`src/rtl/fifo_beat_serializer.sv`:
```
// Pops one wide FWFT FIFO entry and streams it out as narrow valid/ready beats,
// LSB beat first, reloading on the last beat so packets run back to back.
module fifo_beat_serializer #(
   parameter int DATA_W    = 362,
   parameter int BEAT_W    = 32,
   parameter int NUM_BEATS = 12,
   parameter int CNT_W     = 4
) (
   input  logic              i_clk,
   input  logic              i_rst,
   input  logic              i_fifo_empty,
   input  logic [DATA_W-1:0] i_fifo_data,
   output logic              o_fifo_r_en,
   output logic              o_valid,
   input  logic              i_ready,
   output logic [BEAT_W-1:0] o_data,
   output logic              o_last,
   output logic [CNT_W-1:0]  o_beat_idx,
   input  logic              i_flush,
   output logic              o_busy,
   output logic [15:0]       o_pkt_cnt
);

   localparam int SH_W = NUM_BEATS * BEAT_W;
   localparam logic [CNT_W-1:0] LAST = CNT_W'(NUM_BEATS - 1);

   typedef enum logic {
      S_IDLE,
      S_SEND
   } state_t;

   state_t            state;
   state_t            state_n;
   logic [SH_W-1:0]   shreg;
   logic [CNT_W-1:0]  cnt;
   logic [15:0]       pkt_cnt;
   logic              load;
   logic              shift;
   logic              done;
   logic              is_last;

   assign is_last = (cnt == LAST);

   always_comb begin
      state_n = state;
      load    = 1'b0;
      shift   = 1'b0;
      done    = 1'b0;
      unique case (state)
         S_IDLE: begin
            if (!i_flush && !i_fifo_empty) begin
               load    = 1'b1;
               state_n = S_SEND;
            end
         end
         S_SEND: begin
            // flush wins even over an accepted last beat
            if (i_flush) begin
               state_n = S_IDLE;
            end else if (i_ready) begin
               if (is_last) begin
                  done = 1'b1;
                  if (!i_fifo_empty) begin
                     load = 1'b1;
                  end else begin
                     state_n = S_IDLE;
                  end
               end else begin
                  shift = 1'b1;
               end
            end
         end
      endcase
   end

   always_ff @(posedge i_clk or posedge i_rst) begin
      if (i_rst) begin
         state <= S_IDLE;
      end else begin
         state <= state_n;
      end
   end

   always_ff @(posedge i_clk or posedge i_rst) begin
      if (i_rst) begin
         shreg   <= '0;
         cnt     <= '0;
         pkt_cnt <= '0;
      end else begin
         if (i_flush) begin
            cnt <= '0;
         end else if (load) begin
            shreg <= SH_W'(i_fifo_data);
            cnt   <= '0;
         end else if (shift) begin
            shreg <= {{BEAT_W{1'b0}}, shreg[SH_W-1:BEAT_W]};
            cnt   <= cnt + CNT_W'(1);
         end
         if (done) begin
            pkt_cnt <= pkt_cnt + 16'd1;
         end
      end
   end

   assign o_fifo_r_en = load;
   assign o_valid     = (state == S_SEND);
   assign o_busy      = (state == S_SEND);
   assign o_data      = shreg[BEAT_W-1:0];
   assign o_beat_idx  = cnt;
   assign o_last      = (state == S_SEND) && is_last;
   assign o_pkt_cnt   = pkt_cnt;

endmodule

```
`config.mk`:
```
export PLATFORM = sky130hd
export DESIGN_NAME = fifo_beat_serializer
export DESIGN_NICKNAME = d
export VERILOG_FILES = /design/src/rtl/fifo_beat_serializer.sv
export SDC_FILE = /design/constraint.sdc
export NUM_CORES = 1
export LEC_CHECK = 0
export ABC_CLOCK_PERIOD_IN_PS = 35900
export CAP_MARGIN = 5
export CELL_PAD_IN_SITES_DETAIL_PLACEMENT = 1
export CELL_PAD_IN_SITES_GLOBAL_PLACEMENT = 1
export CORE_MARGIN = 5
export CORE_UTILIZATION = 40
export CTS_CLUSTER_SIZE = 28
export DETAILED_ROUTE_END_ITERATION = 12
export GPL_TIMING_DRIVEN = 0
export PLACE_DENSITY_LB_ADDON = 0.1
export SLEW_MARGIN = 20
export SYNTH_ARGS = -nofsm -noshare
export SYNTH_HDL_FRONTEND = slang
export SYNTH_SLANG_ARGS = --single-unit
export TNS_END_PERCENT = 30
```
`constraint.sdc`:
```
create_clock -name i_clk -period 35.9 [get_ports i_clk]
set_input_delay 5.385 -clock i_clk [delete_from_list [all_inputs] [get_ports i_clk]]
set_output_delay 5.385 -clock i_clk [all_outputs]
set_load 0.02 [all_outputs]
```
==> results.sh, run 1 <==
export IMPL_status="completed"
export IMPL_worstMarginPinSlew_ns=0.899
export IMPL_hold_viol=0
export IMPL_maxCapViolations=0
export IMPL_arrival_ns=7.83
export IMPL_yosysWarningCount=0
export IMPL_post_route_min_period_ns=13.22
export IMPL_period_share_pct=36.8
export IMPL_start_kind="primary input"
export IMPL_total_power_mw=1.28
export IMPL_instances_no_fill=3162
export IMPL_grt_overflow=0
export IMPL_num_vias=16600
export IMPL_yosysTopAreaCellShare_pct=54.8
export IMPL_async_reset_ff_share_pct=100
export IMPL_critPathRequiredTime_ns=30.51
export IMPL_max_stage_delay_ns=0.62
export IMPL_die_x_um=219
export IMPL_wl_mm=67.9
export IMPL_yosys_top_cells_area="dfrtp_1 55%, nand2_1 14%, a31oi_1 12%"
export IMPL_post_cts_buffers=0
export IMPL_hold_class="register to register"
export IMPL_setup_tns_ns=0
export IMPL_wirelength_met1_mm=27.3
export IMPL_grt_setup_unrepaired="no"
export IMPL_grtUsageTotal_pct=27.9
export IMPL_numPlacedInstances=3072
export IMPL_detail_route_iter0_violations=1060
export IMPL_ant_nets=0
export IMPL_crit_path_cell_trace="clkdlybuf4s50_1 -> nand4b_1 -> a211o_1 -> buf_2 -> buf_6 -> buf_6 -> buf_6 -> inv_1 -> clkdlybuf4s50_1"
export IMPL_rows=76
export IMPL_core_area_um2=43200
export IMPL_routabilityCongestion=0.873
export IMPL_grt_pass1_vias=18300
export IMPL_root_buffer="clkbuf_16"
export IMPL_reg2reg_slack_ns=33.26
export IMPL_cts_sinks=383
export IMPL_peakVddDrop_mv=0.0414
export IMPL_power_density_nw_per_um2=53.1
export IMPL_nets=2901
export IMPL_dr_wl_met3_mm=3.53
export IMPL_area_sequential_um2=9580
export IMPL_finalSetupViolCount=0
export IMPL_io_pins=423
export IMPL_area_growth_pct=38.2
export IMPL_end_kind="output pin"
export IMPL_portBuffers=422
export IMPL_avgSynthCellArea_um2=8.49
export IMPL_crit_path_max_fanout=10
export IMPL_top_layer="met5"
export IMPL_max_freq_mhz=75.7
export IMPL_critPathSlowestCell="clkdlybuf4s50_1"
export IMPL_grt_start_max_net_pins=100
export IMPL_die_h_um=219
export IMPL_synthCells=2061
export IMPL_synth_seq_cells=383
export IMPL_crit_type="primary input to output pin"
export IMPL_postCtsHoldBufs=0
export IMPL_syn_area_um2=17500
export IMPL_yosysMostFrequentCell="nand2_1"
export IMPL_drv_slew=0
export IMPL_synth_flop_cell="dfrtp_1"
export IMPL_dieArea_um2=48000
export IMPL_clkLatencyLatePin_ns=0.56
export IMPL_dp_final_hpwl_mm=53.6
export IMPL_first_pass_iters=5
export IMPL_clock_path_buffers=3
export IMPL_drt_drc_violations_left=0
export IMPL_via_per_inst=5.24
export IMPL_leakagePower_nw=10.8
export IMPL_route_met2_wl_mm=34.3
export IMPL_path_common_cell="buf_6"
export IMPL_max_slew_margin_rel_pct=40.1
export IMPL_syn_nets=2430
export IMPL_multi_input_area_um2=6580
export IMPL_grt_pass1_wl_mm=104
export IMPL_cts_resized_gates=0
export IMPL_synth_seq_area_share_pct=54.8
export IMPL_hold_slack_ns=0.475
export IMPL_numCtsBuffers=43
export IMPL_synth_cell_type_count=36
export IMPL_fillCellCount=5165
export IMPL_synth_edff_count=0
export IMPL_start_util_pct=40.5
export IMPL_wire_per_inst_um=21.5
export IMPL_antenna_found_initial=18
export IMPL_worst_clock_skew_ns=0.00904
export IMPL_synth_top_cells_by_count="669 x nand2_1, 383 x dfrtp_1, 332 x nor2_1"
export IMPL_yosysTopAreaCell="dfrtp_1"
export IMPL_h_tree_depth=2
export IMPL_drive_above_1_share_pct=7.64
export IMPL_clk_pin_slew_worst_paths_ns=0.06
export IMPL_cts_tree="done"
==> registers in the layout, summed over array words and instances, names as in the netlist <==
signal / flops
o_beat_idx: 4
o_busy: 1
o_pkt_cnt: 16
shreg: 362
==> power breakdown <==
group	internal [mW]	total [mW]	switching [mW]	leakage, nW
registers	0.512	0.565	0.0530	4.45
clock network	0.306	0.490	0.185	0.793
logic	0.116	0.229	0.112	5.56
total	0.934	1.28	0.350	10.8
==> final timing paths <==
check,startpoint,to,depth (start not counted)
max reg2reg,o_beat_idx[0],shreg[234],8
min reg2reg,o_pkt_cnt[15],o_pkt_cnt[15],1
max in group asynchronous,i_rst,shreg[244],5
max,i_ready,o_fifo_r_en,9
min,o_pkt_cnt[15],o_pkt_cnt[15],1
min in group asynchronous,i_rst,o_pkt_cnt[15],2
==> cell usage in the layout, fill, tap and decap left out, drive strengths merged, types with 2 or more instances in the layout <==
| master | n |
|---|---|
| and2 | 2 |
| buf | 122 |
| inv | 37 |
| nand3b | 2 |
| bufinv | 6 |
| o21ai | 34 |
| and3b | 2 |
| nand3 | 37 |
| a21o | 2 |
| nor2b | 2 |
| nand2 | 669 |
| diode | 12 |
| nor2 | 333 |
| dfrtp | 383 |
| a31oi | 330 |
| clkdlybuf4s50 | 422 |
| xnor2 | 12 |
| nand4 | 4 |
| and3 | 3 |
| xor2 | 3 |
| clkbuf | 138 |
| and4 | 2 |
| clkinv | 7 |
| ha | 2 |
==> critical path, delay by kind of cell <==
| kind | cells | cell delay (ns) |
|---|---|---|
| buffers and inverters | 7 | 1.95 |
| AO/OA/AOI/OAI | 1 | 0.33 |
| AND/OR/NAND/NOR | 1 | 0.14 |
==> per-stage QoR <==
step | setup slack (ns) | area [um2] | utilization (%)
3_3_place_gp | 15.11 | 22500 | 52.0
2_1_floorplan | 19.87 | 17500 | -
3_5_place_dp | 22.69 | 22600 | 52.3
4_1_cts | 22.69 | 24200 | 56.0
6_report | 22.68 | 24200 | 56.0
5_1_grt | 22.60 | 24200 | 56.0
==> cells by family (layout without fill, tap and decap cells) <==
kind of cell,count (synthesis),count (layout),synth area share [%]
flops,383,383,54.8
compound gates,371,371,13.1
mux,2,2,0.122
fa+ha+maj,2,2,0.143
other cells,0,12,0
xor+xnor,15,15,0.751
simple gates,1060,1060,23.5
buf+inv,228,732,7.63
==> layout make-up <==
type                       instances  area share [%]
clock inverter                    13           0.890
buffer                           191            4.95
timing repair buffer             426            17.9
antenna                           12           0.124
tap                              585            3.03
multi-input combinational       1450            27.2
clock buffer                      65            5.67
inverter                          37           0.605
sequential                       383            39.6
==> layer usage <==
layer / up-vias / GRT usage, %
met5: - / 0
met4: 14 / 11.2
met3: 132 / 4.91
met2: 449 / 49.3
met1: 8197 / 33.8
li1: 7787 / -
No activity file was read; power rests on OpenSTA's default activity.
==> run 2: changes to the inputs <==
--- a/config.mk
+++ b/config.mk
@@ -5,12 +5,12 @@
 export SDC_FILE = /design/constraint.sdc
 export NUM_CORES = 1
 export LEC_CHECK = 0
-export ABC_CLOCK_PERIOD_IN_PS = 35900
+export ABC_CLOCK_PERIOD_IN_PS = 11700
 export CAP_MARGIN = 5
 export CELL_PAD_IN_SITES_DETAIL_PLACEMENT = 1
 export CELL_PAD_IN_SITES_GLOBAL_PLACEMENT = 1
 export CORE_MARGIN = 5
-export CORE_UTILIZATION = 40
+export CORE_UTILIZATION = 33
 export CTS_CLUSTER_SIZE = 28
 export DETAILED_ROUTE_END_ITERATION = 12
 export GPL_TIMING_DRIVEN = 0
==> constraint.sdc (replaced) <==
create_clock -name i_clk -period 11.7 [get_ports i_clk]
set_input_delay 1.755 -clock i_clk [delete_from_list [all_inputs] [get_ports i_clk]]
set_output_delay 1.755 -clock i_clk [all_outputs]
set_load 0.02 [all_outputs]
==> results.sh, run 2 (synthesis gave the netlist of run 1 again) <==
export IMPL_startpoint="i_ready"
export IMPL_final_cell_mix="669 x nand2_1, 422 x clkdlybuf4s50_1, 383 x dfrtp_1, 332 x nor2_1, 330 x a31oi_1"
export IMPL_cts_sinks=383
export IMPL_via_per_inst=5.00
export IMPL_start_util_pct=33.3
export IMPL_antenna_found_initial=21
export IMPL_grt_overflow=0
export IMPL_drive_above_1_share_pct=7.66
export IMPL_critPathRequiredTime_ns=9.95
export IMPL_portBuffers=422
export IMPL_pwr_share_comb_pct=18.4
export IMPL_io_pins=423
export IMPL_grt_pass1_vias=18100
export IMPL_crit_path_end="o_fifo_r_en"
export IMPL_area_growth_pct=39.1
export IMPL_worst_clock_skew_ns=0.0197
export IMPL_hold_viol=0
export IMPL_detail_route_iter0_violations=708
export IMPL_crit_path_cell_trace="clkdlybuf4s50_1 -> nand4b_1 -> a211o_1 -> buf_2 -> buf_6 -> buf_6 -> buf_6 -> inv_1 -> clkdlybuf4s50_1"
export IMPL_seq_power_share_pct=45.2
export IMPL_routabilityCongestion=0.839
export IMPL_grt_start_max_net_pins=34
export IMPL_h_tree_depth=2
export IMPL_drv_slew=0
export IMPL_core_area_um2=52600
export IMPL_ant_nets=0
export IMPL_r2r_cells=8
export IMPL_max_freq_mhz=166
export IMPL_wl_mm=69.7
export IMPL_path_depth=9
export IMPL_grtUsageTotal_pct=23.7
export IMPL_hold_slack_ns=0.487
export IMPL_path_common_cell="buf_6"
export IMPL_root_buffer="clkbuf_16"
export IMPL_status="completed"
export IMPL_fin_area_um2=24300
export IMPL_dieArea_um2=57700
export IMPL_cts_resized_gates=0
export IMPL_cpLargestDelayFamily="buffers and inverters"
export IMPL_nets=2912
export IMPL_hold_class="register to register"
export IMPL_die_x_um=240
export IMPL_grt_pass1_wl_mm=106
export IMPL_numPlacedInstances=3184
export IMPL_maxCapViolations=0
export IMPL_arrival_ns=4.27
export IMPL_die_h_um=240
export IMPL_finalSetupViolCount=0
export IMPL_grt_setup_unrepaired="no"
export IMPL_final_core_util_pct=46.3
export IMPL_crit_reg2reg_capture="shreg[233]"
export IMPL_max_slew_margin_rel_pct=35.1
export IMPL_clockPowerShare_pct=36.5
export IMPL_drt_drc_violations_left=0
export IMPL_leakagePower_nw=10.8
export IMPL_clock_path_buffers=3
export IMPL_rr_startpoint="o_beat_idx[0]"
export IMPL_crit_type="primary input to output pin"
export IMPL_path_buf_inv=7
export IMPL_end_kind="output pin"
export IMPL_dp_final_hpwl_mm=55.8
export IMPL_post_route_min_period_ns=6.03
export IMPL_num_vias=16400
export IMPL_rows=84
export IMPL_first_pass_iters=5
export IMPL_clkLatencyLatePin_ns=0.57
export IMPL_worstMarginPinSlew_ns=0.974
export IMPL_postCtsHoldBufs=0
export IMPL_p_int_mw=2.77
export IMPL_post_cts_buffers=0
export IMPL_period_share_pct=51.5
export IMPL_numCtsBuffers=45
export IMPL_reg2reg_slack_ns=8.96
export IMPL_crit_path_max_fanout=10
export IMPL_peakVddDrop_mv=0.106
export IMPL_largest_register="shreg"
export IMPL_clk_pin_slew_worst_paths_ns=0.05
export IMPL_wire_per_inst_um=21.3
export IMPL_dpl_cell_area_um2=22900
export IMPL_critPathSlowestCell="clkdlybuf4s50_1"
export IMPL_cts_tree="done"
export IMPL_final_common_cell="nand2_1"
export IMPL_max_stage_delay_ns=0.62
export IMPL_setup_tns_ns=0
export IMPL_p_sw_mw=1.07
export IMPL_largest_reg_flops=362
export IMPL_sw_frac_of_total_pct=27.8
export IMPL_start_kind="primary input"
export IMPL_instances_no_fill=3268
export IMPL_power_density_nw_per_um2=158
## run 2: power groups by stage
stage | Sequential, mW | Clock, mW | Combinational [mW]
detailed placement | 1.75 | 0 | 0.711
CTS | 1.73 | 1.43 | 0.716
global route | 1.76 | 1.49 | 0.787
finish | 1.73 | 1.40 | 0.705
global placement | 1.75 | 0 | 0.679
floorplan | 1.69 | 0 | 0.413
## run 2: cell type report
class                   count  area [um2]
repair buffers            435        4500
clock inverters            10         104
flip-flops and latches    383        9580
fillers                  6174       28200
inverters                  37         143
multi-input cells        1450        6580
clock buffers              67        1350
well taps                 688         861
diodes                      7        17.5
plain buffers             191        1200
## run 2: worst min-delay path by stage
stage / from / cells past startpoint / end
2_1_floorplan: shreg[347] / 2 / shreg[347]
3_3_place_gp: o_pkt_cnt[15] / 1 / o_pkt_cnt[15]
3_5_place_dp: o_pkt_cnt[15] / 1 / o_pkt_cnt[15]
4_1_cts: o_pkt_cnt[15] / 1 / o_pkt_cnt[15]
5_1_grt: o_pkt_cnt[10] / 1 / o_pkt_cnt[10]
6_report: o_pkt_cnt[15] / 1 / o_pkt_cnt[15]
## run 2: worst reg2reg max path, cell delays in order (launching register included)
cell	delay [ns]
dfrtp_1	0.43
ha_1	0.29
nand4b_1	0.13
a211o_1	0.16
buf_2	0.20
clkbuf_1	0.75
buf_2	0.41
nor2_1	0.13
a31oi_1	0.16
## run 2: metal layers
layer / vias up / share of wire (%) / global-route usage, %
li1: 7806 / - / -
met1: 8058 / 42 / 29.8
met2: 357 / 50 / 42.1
met3: 104 / 4.8 / 4.55
met4: 26 / 2.2 / 6.24
met5: - / 0.30 / 0
## run 2: through the flow
| step | power (mW) | worst slack, ns |
|---|---|---|
| final | 3.84 | 5.67 |
| after global routing | 4.04 | 5.61 |
| after CTS | 3.88 | 5.66 |
| after detailed placement | 2.46 | 5.68 |
| after global placement | 2.43 | 1.97 |
| after floorplan | 2.10 | 4.80 |
==> run 3: changes to the inputs <==
--- a/config.mk
+++ b/config.mk
@@ -5,7 +5,7 @@
 export SDC_FILE = /design/constraint.sdc
 export NUM_CORES = 1
 export LEC_CHECK = 0
-export ABC_CLOCK_PERIOD_IN_PS = 11700
+export ABC_CLOCK_PERIOD_IN_PS = 5030
 export CAP_MARGIN = 5
 export CELL_PAD_IN_SITES_DETAIL_PLACEMENT = 1
 export CELL_PAD_IN_SITES_GLOBAL_PLACEMENT = 1
==> constraint.sdc (replaced) <==
create_clock -name i_clk -period 5.03 [get_ports i_clk]
set_input_delay 0.7545 -clock i_clk [delete_from_list [all_inputs] [get_ports i_clk]]
set_output_delay 0.7545 -clock i_clk [all_outputs]
set_load 0.02 [all_outputs]
==> results of run 3 <==
Same layout as run 2 (identical final DEF). Status: completed.
Main changes from that run: setup slack after placement 5.68 ns -> 1.01 ns; setup slack after layout 5.67 ns -> 1.00 ns; register-to-register setup slack 8.96 ns -> 2.29 ns; total power 3.84 mW -> 8.93 mW; worst IR drop on VDD 0.106 mV -> 0.247 mV
